[config.mk]
export PLATFORM = sky130hd
export DESIGN_NAME = psum_gbf_bank_sched
export DESIGN_NICKNAME = d
export VERILOG_FILES = /design/src/rtl/psum_gbf_bank_sched.sv
export SDC_FILE = /design/constraint.sdc
export NUM_CORES = 1
export LEC_CHECK = 0
export CORE_AREA = 8 8 413 415
export CTS_CLUSTER_SIZE = 14
export DETAILED_ROUTE_END_ITERATION = 6
export DIE_AREA = 0 0 421 423
export GPL_TIMING_DRIVEN = 0
export PLACE_DENSITY = 0.32
export SYNTH_ARGS = -nofsm -noshare
export SYNTH_HDL_FRONTEND = slang
export SYNTH_SLANG_ARGS = --single-unit
[constraint.sdc]
create_clock -name clk -period 3.3 [get_ports clk]
set_clock_uncertainty 0.05 [all_clocks]
set_input_delay 0.99 -clock clk [delete_from_list [all_inputs] [get_ports clk]]
set_output_delay 0.99 -clock clk [all_outputs]
set_load 0.005 [all_outputs]
[src/rtl/psum_gbf_bank_sched.sv]
// Ping-pong scheduler for the two psum global-buffer banks.
// The accumulator fills one bank while the drain engine empties the other.
// Each bank runs FREE -> FILLING -> FULL -> DRAINING -> FREE.
// The accumulator is stalled whenever its target bank is not the filling bank.
module psum_gbf_bank_sched #(
  parameter int GBF_DATA_BITWIDTH = 512,
  parameter int GBF_ADDR_BITWIDTH = 5,
  parameter int PASS_BITWIDTH     = 8
) (
  input  logic                         clk,
  input  logic                         reset,
  input  logic                         cfg_valid,
  input  logic [GBF_ADDR_BITWIDTH:0]   cfg_rel_num,
  input  logic [PASS_BITWIDTH-1:0]     cfg_irrel_num,
  input  logic                         start,
  input  logic                         conv_finish,
  input  logic                         acc_w_en,
  input  logic                         acc_w_num,
  input  logic [GBF_ADDR_BITWIDTH-1:0] acc_w_addr,
  input  logic [GBF_DATA_BITWIDTH-1:0] acc_data,
  input  logic                         acc_pass_done,
  output logic                         acc_stall,
  output logic [1:0]                   bank_w_en,
  output logic [GBF_ADDR_BITWIDTH-1:0] bank_w_addr,
  output logic [GBF_DATA_BITWIDTH-1:0] bank_w_data,
  output logic                         bank_first_pass,
  output logic                         rd_valid,
  output logic                         rd_bank,
  output logic [GBF_ADDR_BITWIDTH-1:0] rd_addr,
  input  logic                         rd_ready,
  output logic                         done,
  output logic                         err
);

  localparam int REL_W = GBF_ADDR_BITWIDTH + 1;

  typedef enum logic [1:0] {G_IDLE, G_RUN, G_FLUSH, G_DONE} glb_state_t;
  typedef enum logic [1:0] {B_FREE, B_FILLING, B_FULL, B_DRAINING} bank_state_t;

  glb_state_t                   g_q, g_d;
  bank_state_t                  bank_q [2];
  bank_state_t                  bank_d [2];
  logic [PASS_BITWIDTH-1:0]     pass_q [2];
  logic [PASS_BITWIDTH-1:0]     pass_d [2];
  logic [REL_W-1:0]             rel_q, rel_d;
  logic [PASS_BITWIDTH-1:0]     irrel_q, irrel_d;
  logic                         older_q, older_d;   // bank that became FULL first
  logic                         drain_q, drain_d;   // drain engine busy (== rd_valid)
  logic                         rd_bank_q, rd_bank_d;
  logic [GBF_ADDR_BITWIDTH-1:0] rd_addr_q, rd_addr_d;
  logic                         err_q, err_d;
  logic [1:0]                   w_en_q, w_en_d;
  logic [GBF_ADDR_BITWIDTH-1:0] w_addr_q, w_addr_d;
  logic [GBF_DATA_BITWIDTH-1:0] w_data_q, w_data_d;
  logic                         first_q, first_d;

  logic                         any_fill, fill_idx, other_idx, fill_done;
  logic [PASS_BITWIDTH-1:0]     fill_cnt;
  logic                         drain_last, sel, cand;

  assign any_fill  = (bank_q[0] == B_FILLING) || (bank_q[1] == B_FILLING);
  assign fill_idx  = (bank_q[1] == B_FILLING);
  assign other_idx = ~fill_idx;
  assign fill_cnt  = pass_q[fill_idx] + PASS_BITWIDTH'(acc_pass_done);
  assign drain_last = ({1'b0, rd_addr_q} == (rel_q - REL_W'(1)));

  // Writable only while running and the addressed bank is the one being filled.
  assign acc_stall = !((g_q == G_RUN) && (bank_q[acc_w_num] == B_FILLING));

  assign bank_w_en       = w_en_q;
  assign bank_w_addr     = w_addr_q;
  assign bank_w_data     = w_data_q;
  assign bank_first_pass = first_q;
  assign rd_valid        = drain_q;
  assign rd_bank         = rd_bank_q;
  assign rd_addr         = rd_addr_q;
  assign done            = (g_q == G_DONE);
  assign err             = err_q;

  // Next-state logic for the global FSM, both bank FSMs, drain engine and write path.
  always_comb begin
    // NOTE: every variable gets a default first so no path leaves one unassigned (no latches).
    g_d       = g_q;
    bank_d[0] = bank_q[0];
    bank_d[1] = bank_q[1];
    pass_d[0] = pass_q[0];
    pass_d[1] = pass_q[1];
    rel_d     = rel_q;
    irrel_d   = irrel_q;
    older_d   = older_q;
    drain_d   = drain_q;
    rd_bank_d = rd_bank_q;
    rd_addr_d = rd_addr_q;
    err_d     = err_q;
    w_en_d    = 2'b00;
    w_addr_d  = w_addr_q;
    w_data_d  = w_data_q;
    first_d   = first_q;
    fill_done = 1'b0;
    sel       = 1'b0;
    cand      = 1'b0;

    // Accumulator write path: stalled writes vanish silently, out-of-range ones flag err.
    if (acc_w_en && !acc_stall) begin
      if ({1'b0, acc_w_addr} < rel_q) begin
        w_en_d[acc_w_num] = 1'b1;
        w_addr_d          = acc_w_addr;
        w_data_d          = acc_data;
        first_d           = (pass_q[acc_w_num] == '0);
      end else begin
        err_d = 1'b1;
      end
    end

    // Pass accounting; conv_finish closes a partially filled bank early.
    if (any_fill) begin
      if ((g_q == G_RUN) && conv_finish) begin
        bank_d[fill_idx] = (fill_cnt != '0) ? B_FULL : B_FREE;
        pass_d[fill_idx] = '0;
        if ((fill_cnt != '0) && (bank_q[other_idx] != B_FULL)) older_d = fill_idx;
      end else if (acc_pass_done) begin
        if (fill_cnt == irrel_q) begin
          bank_d[fill_idx] = B_FULL;
          pass_d[fill_idx] = '0;
          fill_done        = 1'b1;
          if (bank_q[other_idx] != B_FULL) older_d = fill_idx;
        end else begin
          pass_d[fill_idx] = fill_cnt;
        end
      end
    end else if (acc_pass_done) begin
      err_d = 1'b1;
    end

    // Drain engine: one bank at a time, oldest FULL bank first.
    if (drain_q) begin
      if (rd_ready) begin
        if (drain_last) begin
          bank_d[rd_bank_q] = B_FREE;
          drain_d           = 1'b0;
          rd_addr_d         = '0;
        end else begin
          rd_addr_d = rd_addr_q + GBF_ADDR_BITWIDTH'(1);
        end
      end
    end else if ((bank_q[0] == B_FULL) || (bank_q[1] == B_FULL)) begin
      sel         = ((bank_q[0] == B_FULL) && (bank_q[1] == B_FULL)) ? older_q
                                                                      : (bank_q[1] == B_FULL);
      bank_d[sel] = B_DRAINING;
      drain_d     = 1'b1;
      rd_bank_d   = sel;
      rd_addr_d   = '0;
    end

    // Refill: when nothing will be filling after this edge, claim a free bank,
    // including one freed by the drain engine on this same edge.
    if ((g_q == G_RUN) && !conv_finish && (fill_done || !any_fill)) begin
      cand = fill_done ? other_idx : (bank_d[0] != B_FREE);
      if (bank_d[cand] == B_FREE) bank_d[cand] = B_FILLING;
    end

    // Global FSM.
    case (g_q)
      G_IDLE: begin
        if (cfg_valid) begin
          rel_d   = cfg_rel_num;
          irrel_d = cfg_irrel_num;
        end
        if (start) begin
          if ((rel_q != '0) && (irrel_q != '0)) begin
            g_d       = G_RUN;
            bank_d[0] = B_FILLING;
          end else begin
            err_d = 1'b1;
          end
        end
      end
      G_RUN:   if (conv_finish) g_d = G_FLUSH;
      G_FLUSH: if ((bank_q[0] == B_FREE) && (bank_q[1] == B_FREE) && !drain_q) g_d = G_DONE;
      G_DONE: begin
        if (start) begin
          g_d       = G_RUN;
          bank_d[0] = B_FILLING;
        end
      end
      default: g_d = G_IDLE;
    endcase
  end

  // State registers; reset aborts any fill or drain in progress.
  always_ff @(posedge clk or negedge reset) begin
    if (!reset) begin
      g_q       <= G_IDLE;
      bank_q[0] <= B_FREE;
      bank_q[1] <= B_FREE;
      pass_q[0] <= '0;
      pass_q[1] <= '0;
      rel_q     <= '0;
      irrel_q   <= '0;
      older_q   <= 1'b0;
      drain_q   <= 1'b0;
      rd_bank_q <= 1'b0;
      rd_addr_q <= '0;
      err_q     <= 1'b0;
      w_en_q    <= 2'b00;
      w_addr_q  <= '0;
      w_data_q  <= '0;
      first_q   <= 1'b0;
    end else begin
      // NOTE: non-blocking assignments so every register samples pre-edge values.
      g_q       <= g_d;
      bank_q[0] <= bank_d[0];
      bank_q[1] <= bank_d[1];
      pass_q[0] <= pass_d[0];
      pass_q[1] <= pass_d[1];
      rel_q     <= rel_d;
      irrel_q   <= irrel_d;
      older_q   <= older_d;
      drain_q   <= drain_d;
      rd_bank_q <= rd_bank_d;
      rd_addr_q <= rd_addr_d;
      err_q     <= err_d;
      w_en_q    <= w_en_d;
      w_addr_q  <= w_addr_d;
      w_data_q  <= w_data_d;
      first_q   <= first_d;
    end
  end

endmodule

Word-level counts from Yosys, hierarchy flattened
Index checks and enable logic that the tools add are counted.
- bits in writable memories: 0
- memories kept: 0
- latch bits: 0
- logic and storage cells: 192
- register bits: 565
- input port bits: 540
- output and inout port bits: 530
- bits in read-only memories: 0
- shift operators: 0
- bitwise gates (word level): 19
- $mul: 0
- reduce and logical (&&, ||, !) cells: 42
- divide/modulo/power cells: 0
- equal/unequal tests: 18
- add/sub/neg operators: 3
- order comparisons: 13
- mux-type cells: 81
- operators by type and width (kind ; number):
    $mux 8 ; 7
    $mux 16 ; 3
    $mux 2 ; 24
    $mux 4 ; 10
    $mux 1 ; 23
    $mux 5 ; 4
    $and 16x16->16 ; 1
    $bwmux 16 ; 1
    $not 16->16 ; 1
    $reduce_bool 8->1 ; 2
    $logic_and 1x1->1 ; 15
    $ne 2x2->1 const B ; 7
    $ge 2x2->1 const B ; 6
    $not 1->2 ; 6
    $reduce_and 2->1 ; 5
    $reduce_and 5->1 ; 2
    $reduce_bool 2->1 ; 5
    $add 8x1->8 ; 1
    $demux 2 s1 ; 4
    $demux 8 s1 ; 1
    $eq 2x1->1 const B ; 4
    $eq 2x2->1 const B ; 4
    $eq 8x8->1 ; 1
    $logic_not 2->1 ; 4
    23 further kinds ; 35

Logic depth before layout (Yosys ltp)
- word-level depth: 30
- mapped depth: 17

Worst setup path after synthesis
OpenSTA, ideal clock, no wires.
- kind: input port to flip-flop
- start: in acc_w_addr[1]
- end: reg w_addr_q[0], in the netlist bank_w_addr[0]
- library setup time: 125 ps
- required time: 3125 ps
- cell stages on the path: 10
- arrival: 3001 ps
- path buffers: 2
- setup slack: 124 ps
- cells stage by stage: ha_1 a21o_1 a21o_1 a21o_1 a21oi_1 nor2_1 nor2_1 clkbuf_1 buf_2 mux2_2
- cells in the longest elaborated chain, start to end: 2
- RTL lines (element ; RTL line ; text):
    start, declared ; 19 ; input logic [GBF_ADDR_BITWIDTH-1:0] acc_w_addr,
    $lt 5x6->1 ; 105 ; if ({1'b0, acc_w_addr} < rel_q) begin
    $reduce_and 2->1 (no line) ; - ;
    end signal, assigned ; 224 ; w_addr_q <= w_addr_d;
    end, declared ; 53 ; logic [GBF_ADDR_BITWIDTH-1:0] w_addr_q, w_addr_d;
No other way between the ends.
A chain may end at the register's enable or synchronous reset.

Final worst setup path
- start: in acc_w_addr[1]
- end: reg w_data_q[269], in the netlist bank_w_data[269]
- cells in the longest elaborated chain, start to end: 2
- RTL lines (element ; RTL line ; text):
    $lt 5x6->1 ; 105 ;
    $reduce_and 2->1 (no line) ; - ;
    end signal, assigned ; 225 ; w_data_q <= w_data_d;
    end, declared ; 54 ; logic [GBF_DATA_BITWIDTH-1:0] w_data_q, w_data_d;
No other way between the ends.

==> run_results.csv <==
group,metric,value,unit
worst_setup_path,slowest_stage,"clkdlybuf4s50_1",
routing,drtIter0Drc,677,
final_layout,regArea,14140,um^2
floorplanning,dieArea,178100,um^2
timing,finalCriticalPeriod,3.259,ns
timing,rsz0062_at_grt,"true",
worst_setup_path,worstPathCellList,"clkdlybuf4s50_1 -> ha_1 -> a21o_1 -> a21o_1 -> a21o_1 -> a21oi_1 -> nor2_1 -> nor2_2 -> buf_12 -> buf_8 -> buf_4 -> mux2_2",
yosys,synth_compound_area_share,2.101,%
cts,clock_sinks,565,
yosys,synth_top_family_by_area,"multiplexers",
timing,drv_slew,0,
final_layout,final_cell_area,39040,um^2
yosys,synthTopCellsByArea,"dfrtp_1, mux2_2, buf_2",
yosys,muxShareOfSynthArea,27.43,%
worst_setup_path,r2r-start,"bank_q[1]",
final_layout,final_net_count,3146,
cts,clockRootBuffer,"clkbuf_16",
yosys,synth.yosys.warnings,0,
yosys,synth_nets,1983,
yosys,synthAdderAreaFrac,0.6796,%
run,drv_cap,0,
cts,cts_hold_repair.buffers,0,
placed_design,port_buffers,1069,
worst_setup_path,endpoint,"bank_w_data[269]",
outcome,status,"completed",
yosys,ys_ff_latch,565,
yosys,ys_seq_area_share,63.99,%
placed_design,dp_hpwl,103000,um
final_layout,multi_input_area,7650,um^2
routing,via_per_inst,3.471,
worst_setup_path,crit_type,"input port to register",
yosys,synth_top_area_share,63.99,%
routing,drt_pass1_iterations,5,
final_layout,layout-drive-gt1-share,28.34,%
global_route,grt_start_max_net_pins,109,
worst_setup_path,reg2reg_depth,15,
worst_setup_path,worst-path-buf-inv,4,
global_route,overflow,0,
cts,htree_levels,3,
floorplanning,core,163900,um^2
yosys,yosysMostFrequentCell,"dfrtp_1",
yosys,syn-mean-instance-area,15.44,um^2
final_layout,fillCellCount,17270,
worst_setup_path,cp.depth,12,
routing,wl,124800,um
cts,path_clk_slew,0.06,ns
worst_setup_path,rr_endpoint,"bank_q[2]",
global_route,antenna_found_initial,44,
global_route,grt_pass1_wl,167800,um
hold_path,min_path_type,"input port to asynchronous set/reset pin",
floorplanning,die_w,421,um
yosys,synth_ff_type,"dfrtp_1",
global_route,grt_pass1_vias,18590,
power_and_ir_drop,power.total,36.41,mW
power_and_ir_drop,power_density,932.6,nW/um^2
floorplanning,start_util,13.48,%
cts,clk_path_buf_depth,3,
worst_setup_path,worst_ep_arrival_time,3.76,ns
timing,hold_viol_final,0,
worst_setup_path,cp-end-kind,"register",
yosys,synthCells,1431,
worst_setup_path,max_stage_delay,0.43,ns
power_and_ir_drop,p_leak,15.79,nW
final_layout,area_delta_synth_final,76.72,%
cts,cts_tree,"built",
routing,dr.max_layer_used,"met5",
yosys,synth_common_cells,"dfrtp_1, mux2_2, buf_2",
placed_design,globalplace.congestion,0.8484,
cts,cts_buffers,81,
floorplanning,rows,149,
yosys,synthDistinctLibCells,48,
routing,wl_met3,9739,um
yosys,synthSimpleGateAreaFrac,3.115,%
worst_setup_path,cpLargestDelayFamily,"buffers and inverters",
floorplanning,die_y,423,um
yosys,synth-edff-count,0,
worst_setup_path,crit_fanout,10,
worst_setup_path,critPathLaunchType,"input port",
timing,relSlewSlack,54.65,%
worst_setup_path,critPathLaunch,"acc_w_addr[1]",
yosys,netlist_area,22090,um^2
worst_setup_path,crit_required,3.80,ns
cts,clk_latency,0.66,ns
timing,setup_viol,0,
routing,ant_nets,0,
timing,period_share,98.77,%
floorplanning,ios,1070,
power_and_ir_drop,ir_worst_vdd,0.0003955,V
yosys,synth_area_leader_cell,"dfrtp_1",
routing,drc,0,
timing,fmax,306.8,MHz
global_route,grtUsageTotal,13.47,%
yosys,synthXorXnorAreaFrac,0.9741,%
worst_setup_path,r2r_setup_slack,0.16,ns
worst_setup_path,cpMostUsedCell,"a21o_1",
placed_design,placed_area,35720,um^2
routing,wl_met2,66020,um
routing,vias,16890,
yosys,async_reset_ff_share,100.0,%
routing,wire_per_inst,25.64,um
timing,worstMarginPinSlew,0.6803,ns
routing,wl_met1,45080,um
==> per-layer routing <==
layer,vias up,track usage (%)
met1,8675,14.26
met4,8,5.350
met3,176,4.962
li1,7457,-
met5,-,0
met2,576,24.22
==> cell type report <==
type / instances / share of cell area (%)
diodes: 17 / 0.1090
plain buffers: 66 / 1.714
clock buffers: 127 / 6.387
clock inverters: 23 / 0.8268
inverters: 14 / 0.1346
multi-input cells: 784 / 19.59
flip-flops and latches: 565 / 36.22
well taps: 2189 / 7.015
repair buffers: 1082 / 28.00
==> cells in the final DEF (no fill, tap or decap), types with 7 or more instances in the layout <==
master and n:
and3_1 9, buf_4 20, buf_6 33, buf_8 8, clkbuf_1 25, clkbuf_16 84, clkbuf_8 23, clkdlybuf4s50_1 1066
clkinv_2 10, dfrtp_1 563, diode_2 17, ha_1 10, inv_1 14, mux2_2 532, mux2i_1 7, nand2_1 53
nand3_1 12, nor2_1 20, o21ai_0 25, xnor2_1 12, xor2_1 10
==> where the power goes <==
group,internal [mW],leakage [nW],total (mW),switching [mW]
Sequential,10.2,6.95,12.4,2.18
Combinational,9.03,7.45,14.7,5.71
Clock,5.66,1.38,9.25,3.59
Total,24.9,15.8,36.4,11.5
==> worst reg2reg max path, cell delays in order (launching register included) <==
cell,delay (ns)
dfrtp_2,0.46
nand2b_4,0.20
buf_4,0.19
nand2_1,0.08
nand2_1,0.06
ha_2,0.20
ha_4,0.18
buf_4,0.14
xnor2_1,0.19
xnor2_1,0.14
nand3_1,0.14
nor3_4,0.21
nand3_2,0.15
a211o_1,0.32
o21ba_1,0.22
o22ai_1,0.08
==> state kept, by name, indices dropped and copies added, names as in the netlist <==
name / flops
bank_first_pass: 1
bank_q: 4
bank_w_addr: 5
bank_w_data: 512
bank_w_en: 2
err: 1
g_q: 2
irrel_q: 8
older_q: 1
pass_q: 16
rd_addr: 5
rd_bank: 1
rd_valid: 1
rel_q: 6
==> logic make-up after synthesis <==
group,count (synthesis)
and+or+nand+nor,140
xor gates and xnor gates,23
AOI/OAI and AO/OA,70
muxes,539
DFF,565
buffers and inverters,82
adders and majority gates,12
==> through the flow <==
stage          TNS (ns)  hold slack, ns  utilization (%)  setup slack [ns]  std cells
6_report              0          0.1760            23.83           0.04050       4867
5_1_grt          -1.184          0.1529            23.82          -0.03782       4863
4_1_cts          -2.589          0.1042            23.67          -0.07126       4848
3_5_place_dp    -721.15          0.4439            21.80            -1.600       4696
3_3_place_gp          -          0.4393            21.68            -26.86       4689
2_1_floorplan         0          0.4125                -            0.1243       1431
==> worst min path at each step <==
stage                           startpoint  depth (start not counted)                to  slack (ns)
after floorplan                  pass_q[0]                          2         pass_q[0]        0.41
final                                reset                          1        rd_addr[2]        0.18
after global routing                 reset                          1        rd_addr[2]        0.15
after global placement    bank_w_data[376]                          1  bank_w_data[376]        0.44
after CTS                            reset                          1        rd_addr[2]        0.10
after detailed placement  bank_w_data[220]                          1  bank_w_data[220]        0.44
==> repair_timing <==
| action | 4_1_cts | 5_1_grt |
|---|---|---|
| setup endpoints to repair | 520 | 510 |
| buffers inserted | 3 | 3 |
| resized for setup | 84 | 59 |
| pin swaps | 2 | 4 |
Power figures use the tool's default switching activity.
